`src/rtl/clock_set_ctrl_if.sv`:
```
// Set-mode sequencer bus: button/mode/tick inputs and edit controls toward
// the time/date counters and display blanking.
//   tick_1s, sw_mode, btn_settime, btn_inc, btn_dec : toward the sequencer
//   edit_field, edit_active, inc_pulse, dec_pulse, blink_on : from the sequencer
interface clock_set_ctrl_if;

    logic       tick_1s;
    logic       sw_mode;
    logic       btn_settime;
    logic       btn_inc;
    logic       btn_dec;
    logic [1:0] edit_field;
    logic       edit_active;
    logic       inc_pulse;
    logic       dec_pulse;
    logic       blink_on;

    // Side that owns the buttons and consumes the edit controls
    modport master (
        output tick_1s,
        output sw_mode,
        output btn_settime,
        output btn_inc,
        output btn_dec,
        input  edit_field,
        input  edit_active,
        input  inc_pulse,
        input  dec_pulse,
        input  blink_on
    );

    // The sequencer itself
    modport slave (
        input  tick_1s,
        input  sw_mode,
        input  btn_settime,
        input  btn_inc,
        input  btn_dec,
        output edit_field,
        output edit_active,
        output inc_pulse,
        output dec_pulse,
        output blink_on
    );

endinterface

```
`src/rtl/clock_set_ctrl.sv`:
```
// Set-mode sequencer for the clock/calendar datapath.
// Conditions the three raw buttons (sync, debounce, edge detect, auto-repeat),
// walks the field-select FSM and issues single-cycle inc/dec strobes, drives
// the blink enable for the selected field and leaves set mode on inactivity
// timeout or a display-mode change.
// Ports:
//   clk     : system clock
//   reset_n : asynchronous active-low reset
//   bus     : clock_set_ctrl_if.slave (tick_1s, sw_mode, btn_* in;
//             edit_field, edit_active, inc_pulse, dec_pulse, blink_on out)
module clock_set_ctrl #(
    parameter int unsigned DEBOUNCE_CYC   = 1000000,
    parameter int unsigned REPEAT_DLY_CYC = 25000000,
    parameter int unsigned REPEAT_CYC     = 5000000,
    parameter int unsigned BLINK_HALF_CYC = 12500000,
    parameter int unsigned TIMEOUT_S      = 10
) (
    input logic              clk,
    input logic              reset_n,
    clock_set_ctrl_if.slave  bus
);

    localparam int unsigned NBTN    = 3;
    localparam int unsigned BTN_SET = 0;
    localparam int unsigned BTN_INC = 1;
    localparam int unsigned BTN_DEC = 2;

    localparam int unsigned DB_W    = $clog2(DEBOUNCE_CYC + 1);
    localparam int unsigned RPT_MAX = (REPEAT_DLY_CYC > REPEAT_CYC) ? REPEAT_DLY_CYC : REPEAT_CYC;
    localparam int unsigned RPT_W   = $clog2(RPT_MAX + 1);
    localparam int unsigned BL_W    = $clog2(BLINK_HALF_CYC + 1);
    localparam int unsigned TO_W    = $clog2(TIMEOUT_S + 1);

    typedef enum logic [1:0] {
        S_IDLE = 2'd0,
        S_F1   = 2'd1,
        S_F2   = 2'd2,
        S_F3   = 2'd3
    } state_t;

    state_t              state;
    state_t              state_next;

    logic [NBTN-1:0]     raw_c;
    logic [NBTN-1:0]     sync1;
    logic [NBTN-1:0]     sync2;
    logic [NBTN-1:0]     deb;
    logic [NBTN-1:0]     deb_q;
    logic [NBTN-1:0]     press;
    logic [DB_W-1:0]     db_cnt [NBTN];

    // Index 0 = inc, 1 = dec for the repeat machinery
    logic [1:0]          lvl_c;
    logic [1:0]          prs_c;
    logic [1:0]          rpt_armed;
    logic [1:0]          rpt_phase;
    logic [RPT_W-1:0]    rpt_cnt [2];
    logic [1:0]          rpt_fire_c;
    logic                both_c;

    logic [TO_W-1:0]     tcnt;
    logic [TO_W-1:0]     tcnt_next;
    logic                timeout_c;
    logic                mode_chg_c;
    logic                mode_ref;

    logic                hold_c;
    logic                inc_next_c;
    logic                dec_next_c;

    logic                edit_active_q;
    logic                inc_pulse_q;
    logic                dec_pulse_q;
    logic                blink_q;
    logic [BL_W-1:0]     bcnt;

    assign raw_c = {bus.btn_dec, bus.btn_inc, bus.btn_settime};
    assign lvl_c = {deb[BTN_DEC], deb[BTN_INC]};
    assign prs_c = {press[BTN_DEC], press[BTN_INC]};

    // Synchronize, debounce and rising-edge detect each button
    always_ff @(posedge clk or negedge reset_n) begin
        if (!reset_n) begin
            sync1 <= '0;
            sync2 <= '0;
            deb   <= '0;
            deb_q <= '0;
            press <= '0;
            for (int unsigned i = 0; i < NBTN; i++) begin
                db_cnt[i] <= '0;
            end
        end else begin
            sync1 <= raw_c;
            sync2 <= sync1;
            deb_q <= deb;
            press <= deb & ~deb_q;
            for (int unsigned i = 0; i < NBTN; i++) begin
                if (sync2[i] == deb[i]) begin
                    db_cnt[i] <= '0;
                end else if (db_cnt[i] == DB_W'(DEBOUNCE_CYC - 1)) begin
                    // Count would reach DEBOUNCE_CYC: accept the new level
                    deb[i]    <= sync2[i];
                    db_cnt[i] <= '0;
                end else begin
                    db_cnt[i] <= db_cnt[i] + DB_W'(1);
                end
            end
        end
    end

    // Auto-repeat due this cycle; simultaneous inc+dec holds suppress both
    always_comb begin
        both_c     = deb[BTN_INC] & deb[BTN_DEC];
        rpt_fire_c = '0;
        for (int unsigned k = 0; k < 2; k++) begin
            rpt_fire_c[k] = rpt_armed[k] & lvl_c[k] & ~both_c &
                            (rpt_cnt[k] == (rpt_phase[k] ? RPT_W'(REPEAT_CYC - 1)
                                                          : RPT_W'(REPEAT_DLY_CYC - 1)));
        end
    end

    // Inactivity counter and forced-exit conditions
    always_comb begin
        tcnt_next = tcnt;
        if (state == S_IDLE || (|press) || (|rpt_fire_c)) begin
            tcnt_next = '0;
        end else if (bus.tick_1s && (tcnt != TO_W'(TIMEOUT_S))) begin
            tcnt_next = tcnt + TO_W'(1);
        end
        timeout_c  = (state != S_IDLE) && (tcnt_next == TO_W'(TIMEOUT_S));
        mode_chg_c = (state != S_IDLE) && (bus.sw_mode != mode_ref);
    end

    // Field-select state register
    always_ff @(posedge clk or negedge reset_n) begin
        if (!reset_n) begin
            state <= S_IDLE;
        end else begin
            state <= state_next;
        end
    end

    // Field-select next state; forced exits outrank settime
    always_comb begin
        state_next = state;
        case (state)
            S_IDLE:  if (press[BTN_SET]) state_next = S_F1;
            S_F1:    if (press[BTN_SET]) state_next = S_F2;
            S_F2:    if (press[BTN_SET]) state_next = S_F3;
            S_F3:    if (press[BTN_SET]) state_next = S_IDLE;
            default: state_next = S_IDLE;
        endcase
        if (timeout_c || mode_chg_c) begin
            state_next = S_IDLE;
        end
    end

    // Strobe requests only while editing a stable field
    always_comb begin
        hold_c     = (state != S_IDLE) && (state_next == state);
        inc_next_c = hold_c && !both_c && (prs_c[0] || rpt_fire_c[0]);
        dec_next_c = hold_c && !both_c && (prs_c[1] || rpt_fire_c[1]) && !inc_next_c;
    end

    // Repeat counters: delay phase after a press, then period phase
    always_ff @(posedge clk or negedge reset_n) begin
        if (!reset_n) begin
            rpt_armed <= '0;
            rpt_phase <= '0;
            for (int unsigned k = 0; k < 2; k++) begin
                rpt_cnt[k] <= '0;
            end
        end else begin
            for (int unsigned k = 0; k < 2; k++) begin
                if (!hold_c || both_c || !lvl_c[k]) begin
                    rpt_armed[k] <= 1'b0;
                    rpt_phase[k] <= 1'b0;
                    rpt_cnt[k]   <= '0;
                end else if (prs_c[k]) begin
                    rpt_armed[k] <= 1'b1;
                    rpt_phase[k] <= 1'b0;
                    rpt_cnt[k]   <= '0;
                end else if (rpt_fire_c[k]) begin
                    rpt_phase[k] <= 1'b1;
                    rpt_cnt[k]   <= '0;
                end else if (rpt_armed[k]) begin
                    rpt_cnt[k]   <= rpt_cnt[k] + RPT_W'(1);
                end
            end
        end
    end

    // Timeout count and mode snapshot taken on entry to the first field
    always_ff @(posedge clk or negedge reset_n) begin
        if (!reset_n) begin
            tcnt     <= '0;
            mode_ref <= 1'b0;
        end else begin
            tcnt <= tcnt_next;
            if (state == S_IDLE && state_next == S_F1) begin
                mode_ref <= bus.sw_mode;
            end
        end
    end

    // Registered strobes and edit flag
    always_ff @(posedge clk or negedge reset_n) begin
        if (!reset_n) begin
            edit_active_q <= 1'b0;
            inc_pulse_q   <= 1'b0;
            dec_pulse_q   <= 1'b0;
        end else begin
            edit_active_q <= (state_next != S_IDLE);
            inc_pulse_q   <= inc_next_c;
            dec_pulse_q   <= dec_next_c;
        end
    end

    // Blink: steady in idle, restarted visible on field change or adjustment
    always_ff @(posedge clk or negedge reset_n) begin
        if (!reset_n) begin
            blink_q <= 1'b1;
            bcnt    <= '0;
        end else if (state_next == S_IDLE) begin
            blink_q <= 1'b1;
            bcnt    <= '0;
        end else if ((state_next != state) || inc_next_c || dec_next_c) begin
            blink_q <= 1'b1;
            bcnt    <= '0;
        end else if (bcnt == BL_W'(BLINK_HALF_CYC - 1)) begin
            blink_q <= ~blink_q;
            bcnt    <= '0;
        end else begin
            bcnt    <= bcnt + BL_W'(1);
        end
    end

    assign bus.edit_field  = state;
    assign bus.edit_active = edit_active_q;
    assign bus.inc_pulse   = inc_pulse_q;
    assign bus.dec_pulse   = dec_pulse_q;
    assign bus.blink_on    = blink_q;

endmodule
```
`src/flat_wrapper.sv`:
```
// flat-port wrapper written by rule: the top's interface ports become plain ports
module clock_set_ctrl_flat 
#(
    parameter int unsigned DEBOUNCE_CYC   = 1000000,
    parameter int unsigned REPEAT_DLY_CYC = 25000000,
    parameter int unsigned REPEAT_CYC     = 5000000,
    parameter int unsigned BLINK_HALF_CYC = 12500000,
    parameter int unsigned TIMEOUT_S      = 10
)
  (clk, reset_n, bus_tick_1s, bus_sw_mode, bus_btn_settime, bus_btn_inc, bus_btn_dec, bus_edit_field, bus_edit_active, bus_inc_pulse, bus_dec_pulse, bus_blink_on);
  clock_set_ctrl_if bus_i ();
  input logic clk;
  input logic reset_n;
  input wire logic [$bits(bus_i.tick_1s)-1:0] bus_tick_1s;
  input wire logic [$bits(bus_i.sw_mode)-1:0] bus_sw_mode;
  input wire logic [$bits(bus_i.btn_settime)-1:0] bus_btn_settime;
  input wire logic [$bits(bus_i.btn_inc)-1:0] bus_btn_inc;
  input wire logic [$bits(bus_i.btn_dec)-1:0] bus_btn_dec;
  output wire logic [$bits(bus_i.edit_field)-1:0] bus_edit_field;
  output wire logic [$bits(bus_i.edit_active)-1:0] bus_edit_active;
  output wire logic [$bits(bus_i.inc_pulse)-1:0] bus_inc_pulse;
  output wire logic [$bits(bus_i.dec_pulse)-1:0] bus_dec_pulse;
  output wire logic [$bits(bus_i.blink_on)-1:0] bus_blink_on;
  assign bus_i.tick_1s = bus_tick_1s;
  assign bus_i.sw_mode = bus_sw_mode;
  assign bus_i.btn_settime = bus_btn_settime;
  assign bus_i.btn_inc = bus_btn_inc;
  assign bus_i.btn_dec = bus_btn_dec;
  assign bus_edit_field = bus_i.edit_field;
  assign bus_edit_active = bus_i.edit_active;
  assign bus_inc_pulse = bus_i.inc_pulse;
  assign bus_dec_pulse = bus_i.dec_pulse;
  assign bus_blink_on = bus_i.blink_on;
  clock_set_ctrl #(.DEBOUNCE_CYC(DEBOUNCE_CYC), .REPEAT_DLY_CYC(REPEAT_DLY_CYC), .REPEAT_CYC(REPEAT_CYC), .BLINK_HALF_CYC(BLINK_HALF_CYC), .TIMEOUT_S(TIMEOUT_S)) u_core (.clk(clk), .reset_n(reset_n), .bus(bus_i));
endmodule
```
`config.mk`:
```
export PLATFORM = sky130hd
export DESIGN_NAME = clock_set_ctrl_flat
export DESIGN_NICKNAME = d
export VERILOG_FILES = /design/src/rtl/clock_set_ctrl_if.sv /design/src/rtl/clock_set_ctrl.sv /design/src/flat_wrapper.sv
export SDC_FILE = /design/constraint.sdc
export NUM_CORES = 1
export LEC_CHECK = 0
export CAP_MARGIN = 5
export CORE_UTILIZATION = 65
export CTS_CLUSTER_SIZE = 20
export DETAILED_ROUTE_END_ITERATION = 16
export PLACE_DENSITY = 0.9
export SLEW_MARGIN = 15
export SYNTH_ARGS = -nofsm -noshare
export SYNTH_HDL_FRONTEND = slang
export SYNTH_SLANG_ARGS = --single-unit
export TNS_END_PERCENT = 10
```
`constraint.sdc`:
```
create_clock -name clk -period 6.8 [get_ports clk]
set_input_delay 0.68 -clock clk [delete_from_list [all_inputs] [get_ports clk]]
set_output_delay 0.68 -clock clk [all_outputs]
set_load 0.005 [all_outputs]
```
==> impl_summary.md <==
Outcome
The run finished with clean final reports.

Die
For this configuration, the core starts out at a cell density of 66.4%. The die width is 113 um. The standard cell core area is 0.0120 mm2. The area of the die is 0.0127 mm2.

The initialized floorplan defines 40 standard-cell rows. 13 I/O pins were placed. The overall die height is 113 um.

Clock network
The number of clock buffers added by TritonCTS is 17. The maximum buffer depth of the clock tree is 2. The register clock-pin slew on the reported worst setup and hold paths is 60 ps.

The H-tree was split into 4 levels. Counting every sink on the clock net gives 164. At the later pin of the worst-skew pair, clock insertion delay measures 420 ps. TritonCTS built the clock tree. Clock tree synthesis selected as its root buffer the cell sky130_fd_sc_hd__clkbuf_16.

Hold repair after CTS inserted 0 buffers. The number of buffers added for setup after CTS is 0. The number of gates resized after CTS was 0.

Power and ir drop
The relative contribution of combinational cells to total power is 2.0%. Net switching is 21.5% of the power. The share of total power dissipated in sequential elements is 50.4%.

The peak ir drop on the vdd network is 0.000219 V. In this run the power density over the cells is 223 mW/mm2. For this design the total switching power over the nets is 422 uW. The internal power is 1.54 mW. Summed over all cells, the static leakage comes to 3.50 nW. The clock network accounts for 47.6% of the total power. The total power is 1.96 mW.

Finish
Relative to the synthesized area, the layout overhead comes to 10.1%. Across the whole layout, storage elements account for 0.00411 mm2. Leaving out fill and tap cells, the most frequent cell in the layout is sky130_fd_sc_hd__dfrtp_1. The antenna diode instance count is 0. Summing all multi-input logic gate instances after layout gives 0.00372 mm2. The net count of the finished layout is 819.

The number of filler cells placed in the layout is 813. The final standard cell count with taps included and fillers excluded is 964. The top cell types in the final layout, fill and taps aside, are sky130_fd_sc_hd__dfrtp_1 (163), sky130_fd_sc_hd__nor2_1 (134), sky130_fd_sc_hd__xor2_1 (62).

Of the cells placed in the final design, the portion with a size suffix greater than 1 is 7.71%.

STA
Setup violations remaining at the end of the flow were counted as 0. The final critical path takes up 42.8% of the cycle. Between clock sinks in the finished design, the worst skew comes to 6.00 ps. At the pin with the least slew margin, the transition time is 1090 ps. The final critical-path required period is 2910 ps. Setup total negative slack on the finished layout was measured at 0 ps. The final-report max-slew violation count is 0. Setup repair after global routing left no endpoint under its margin. The final-report hold violation count is 0. Headroom to the max-slew limit came out at 27.3%.

The peak clock frequency supported by timing is 0.343 GHz. The worst slack on hold paths is 302 ps.

Setup path
The data required time of the critical path is 7090 ps. For this run, the slowest stage of the critical path takes 670 ps. The signal on the critical path passes through ha_1 > nand4_1 > a211o_1 > a2111oi_4 > nor4_1 > o22ai_4 > nor4_1.

STA puts the critical path data arrival time at 3200 ps. STA classifies the critical path endpoint as a flip-flop. Along the worst path, the maximum fanout reaches 25.

The critical path start-end classification is reg2reg. Among the stages of the critical path, the cell type that occurs most often is sky130_fd_sc_hd__nor4_1. The worst-path cell with the longest stage delay is sky130_fd_sc_hd__nor4_1. The category of the worst setup path launch point is a flip-flop. The length in cells of the worst reg-to-reg path is 7.

Global route
The initial antenna violation count is 0. The remaining global-route overflow is 0. The met2 track demand over resource in global routing is 47.6%. Global routing consumed, on the met3 layer, 6.64% of the routing resources. The most used routing layer in global routing is met2.

Entering global routing, the biggest net connects 91 pins. The global-route wire length before repair is 27200 um. Global routing used 32.3% of the available met1 tracks. The via count of the first global-routing pass was 5924. The total global-route track usage is 26.9%.

Detailed routing
After detailed routing, the number of remaining DRC violations is 0. The routed layout has 5811 vias. The detailed-router iteration count before antenna repair is 6.

After detailed routing, the total wire length is 15600 um. The final routed wire length divided by cell count is 16.2 um. After detailed routing, the number of vias per cell comes to 6.03. The count of antenna-violating nets left after detailed routing is 0.

After the first detailed-routing iteration, the DRC count stood at 536.

Place
After legalization and detailed placement, the total HPWL measured 10200 um. The count of input and output buffers is 12. At the end of routability-driven placement, the weighted congestion stood at 0.826. The total placed cells including tap cells is 932.

Synthesis
Synthesis produced a netlist whose cell count is 792. The number of different library cells used by synthesis comes to 48. The average instance in the mapped netlist occupies 10.1 um2. Of the synthesized area, sequential elements account for 51.4%. Among all flip-flop cells after synthesis, the most frequent one is sky130_fd_sc_hd__dfrtp_1. Of all flip-flops after synthesis, the portion carrying an async set or reset was 100%. The Yosys step of the flow raised 0 warnings.

The number of synthesized register bits is 164. The synthesized design contains 0 enable-type register cells. The net count after synthesis is 807. The cell area that synthesis handed to floorplanning was 0.00798 mm2.

Run
The number of maximum-capacitance constraint violations is 0.

Worst hold path
The tightest min-delay check is of the in2async type.
==> metrics by stage <==
stage / setup WS [ps] / instance area, um2 / util, %
finish: 3890 / 8780 / 73.1
global route: 3680 / 8780 / 73.1
CTS: 3870 / 8780 / 73.1
detailed placement: 3590 / 8210 / 68.3
global placement: 3750 / 8210 / 68.3
floorplan: 4540 / 7980 / -
==> path summary, 6_finish.rpt <==
kind	slack, ps	end	start
setup / recovery	3890	u_core.bcnt[3]	u_core.rpt_cnt[25]
hold / removal	300	u_core.rpt_cnt[37]	reset_n
setup reg to reg	3890	u_core.bcnt[3]	u_core.rpt_cnt[25]
hold reg to reg	350	u_core.sync2[1]	u_core.sync1[1]
max in group asynchronous	5040	u_core.db_cnt[18]	reset_n
min in group clk	350	u_core.sync2[1]	u_core.sync1[1]
==> final cells by class <==
class	count	area share [%]
Clock buffer	19	5.04
Clock inverter	13	1.54
Inverter	16	0.684
Multi-Input combinational cell	591	42.4
Sequential cell	164	46.7
Tap cell	147	2.09
Timing Repair Buffer	14	1.55
==> synth_stat cells (2+ instances only) <==
cell type                   count  share of area (%)
sky130_fd_sc_hd__dfrtp_1      163                 51
sky130_fd_sc_hd__nor2_1       134                6.3
sky130_fd_sc_hd__xor2_1        62                6.8
sky130_fd_sc_hd__xnor2_1       60                6.6
sky130_fd_sc_hd__nand2_1       55                2.6
sky130_fd_sc_hd__nand3_1       51                3.2
sky130_fd_sc_hd__nor3_1        32                2.0
sky130_fd_sc_hd__and3_1        25                2.0
sky130_fd_sc_hd__nand4_1       22                1.7
sky130_fd_sc_hd__inv_1         16               0.75
sky130_fd_sc_hd__o21ai_0       16                1.0
sky130_fd_sc_hd__or3_1         15                1.2
sky130_fd_sc_hd__a21oi_1       14               0.88
sky130_fd_sc_hd__nor4b_1       13                1.4
sky130_fd_sc_hd__nor4_1        12               0.94
sky130_fd_sc_hd__nor4_2        12                1.9
sky130_fd_sc_hd__clkbuf_1      11               0.52
sky130_fd_sc_hd__and4_1         9               0.99
sky130_fd_sc_hd__ha_1           8                1.3
sky130_fd_sc_hd__nor2b_1        8               0.63
sky130_fd_sc_hd__and2_1         7               0.55
sky130_fd_sc_hd__buf_2          7               0.44
sky130_fd_sc_hd__mux2_2         4               0.56
sky130_fd_sc_hd__or2_2          4               0.31
sky130_fd_sc_hd__a2111oi_0      2               0.22
sky130_fd_sc_hd__a211o_1        2               0.22
sky130_fd_sc_hd__a211oi_1       2               0.19
sky130_fd_sc_hd__buf_6          2               0.28
sky130_fd_sc_hd__mux2i_1        2               0.25
sky130_fd_sc_hd__nand3b_1       2               0.19
sky130_fd_sc_hd__nor3b_1        2               0.19
sky130_fd_sc_hd__o211ai_1       2               0.19
==> power groups by stage <==
stage	sequential, mW	combinational (mW)	clock (mW)
6_report	0.988	0.0396	0.934
5_1_grt	0.988	0.0465	0.993
4_1_cts	0.988	0.0413	0.942
3_5_place_dp	1.01	0.0407	0
3_3_place_gp	1.00	0.0386	0
2_1_floorplan	1.00	0.0144	0
==> routing by layer <==
metal | wire, um | vias to the layer above | share of wire (%)
met5 | 0 | - | 0
met4 | 226 | 0 | 1.4
met3 | 481 | 28 | 3.1
met2 | 8200 | 109 | 53
met1 | 6710 | 2916 | 43
li1 | - | 2758 | -
==> registers in the layout, summed over array words and instances (netlist names), 2 cells and up <==
register               count
u_core.rpt_cnt            50
u_core.bus.edit_field      2
u_core.bcnt               24
u_core.tcnt                4
u_core.deb                 3
u_core.rpt_armed           2
u_core.db_cnt             60
u_core.deb_q               3
u_core.sync1               3
u_core.press               3
u_core.sync2               3
u_core.rpt_phase           2
==> cells by family (layout without fill, tap and decap cells) <==
| family | count (synthesis) | in the layout | synth area share, % |
|---|---|---|---|
| fa+ha+maj | 8 | 8 | 1.25 |
| simple gates | 413 | 413 | 27.4 |
| xor+xnor | 122 | 122 | 13.4 |
| mux | 6 | 6 | 0.815 |
| flops | 164 | 164 | 51.4 |
| buf+inv | 37 | 62 | 2.04 |
| compound gates | 42 | 42 | 3.67 |
==> critical path: cells and delay by family (launching register included) <==
family	cells	cell delay, ps
flops	1	430
simple gates	3	1390
compound gates	3	720
fa+ha+maj	1	230
No activity file was read; power rests on OpenSTA's default activity.
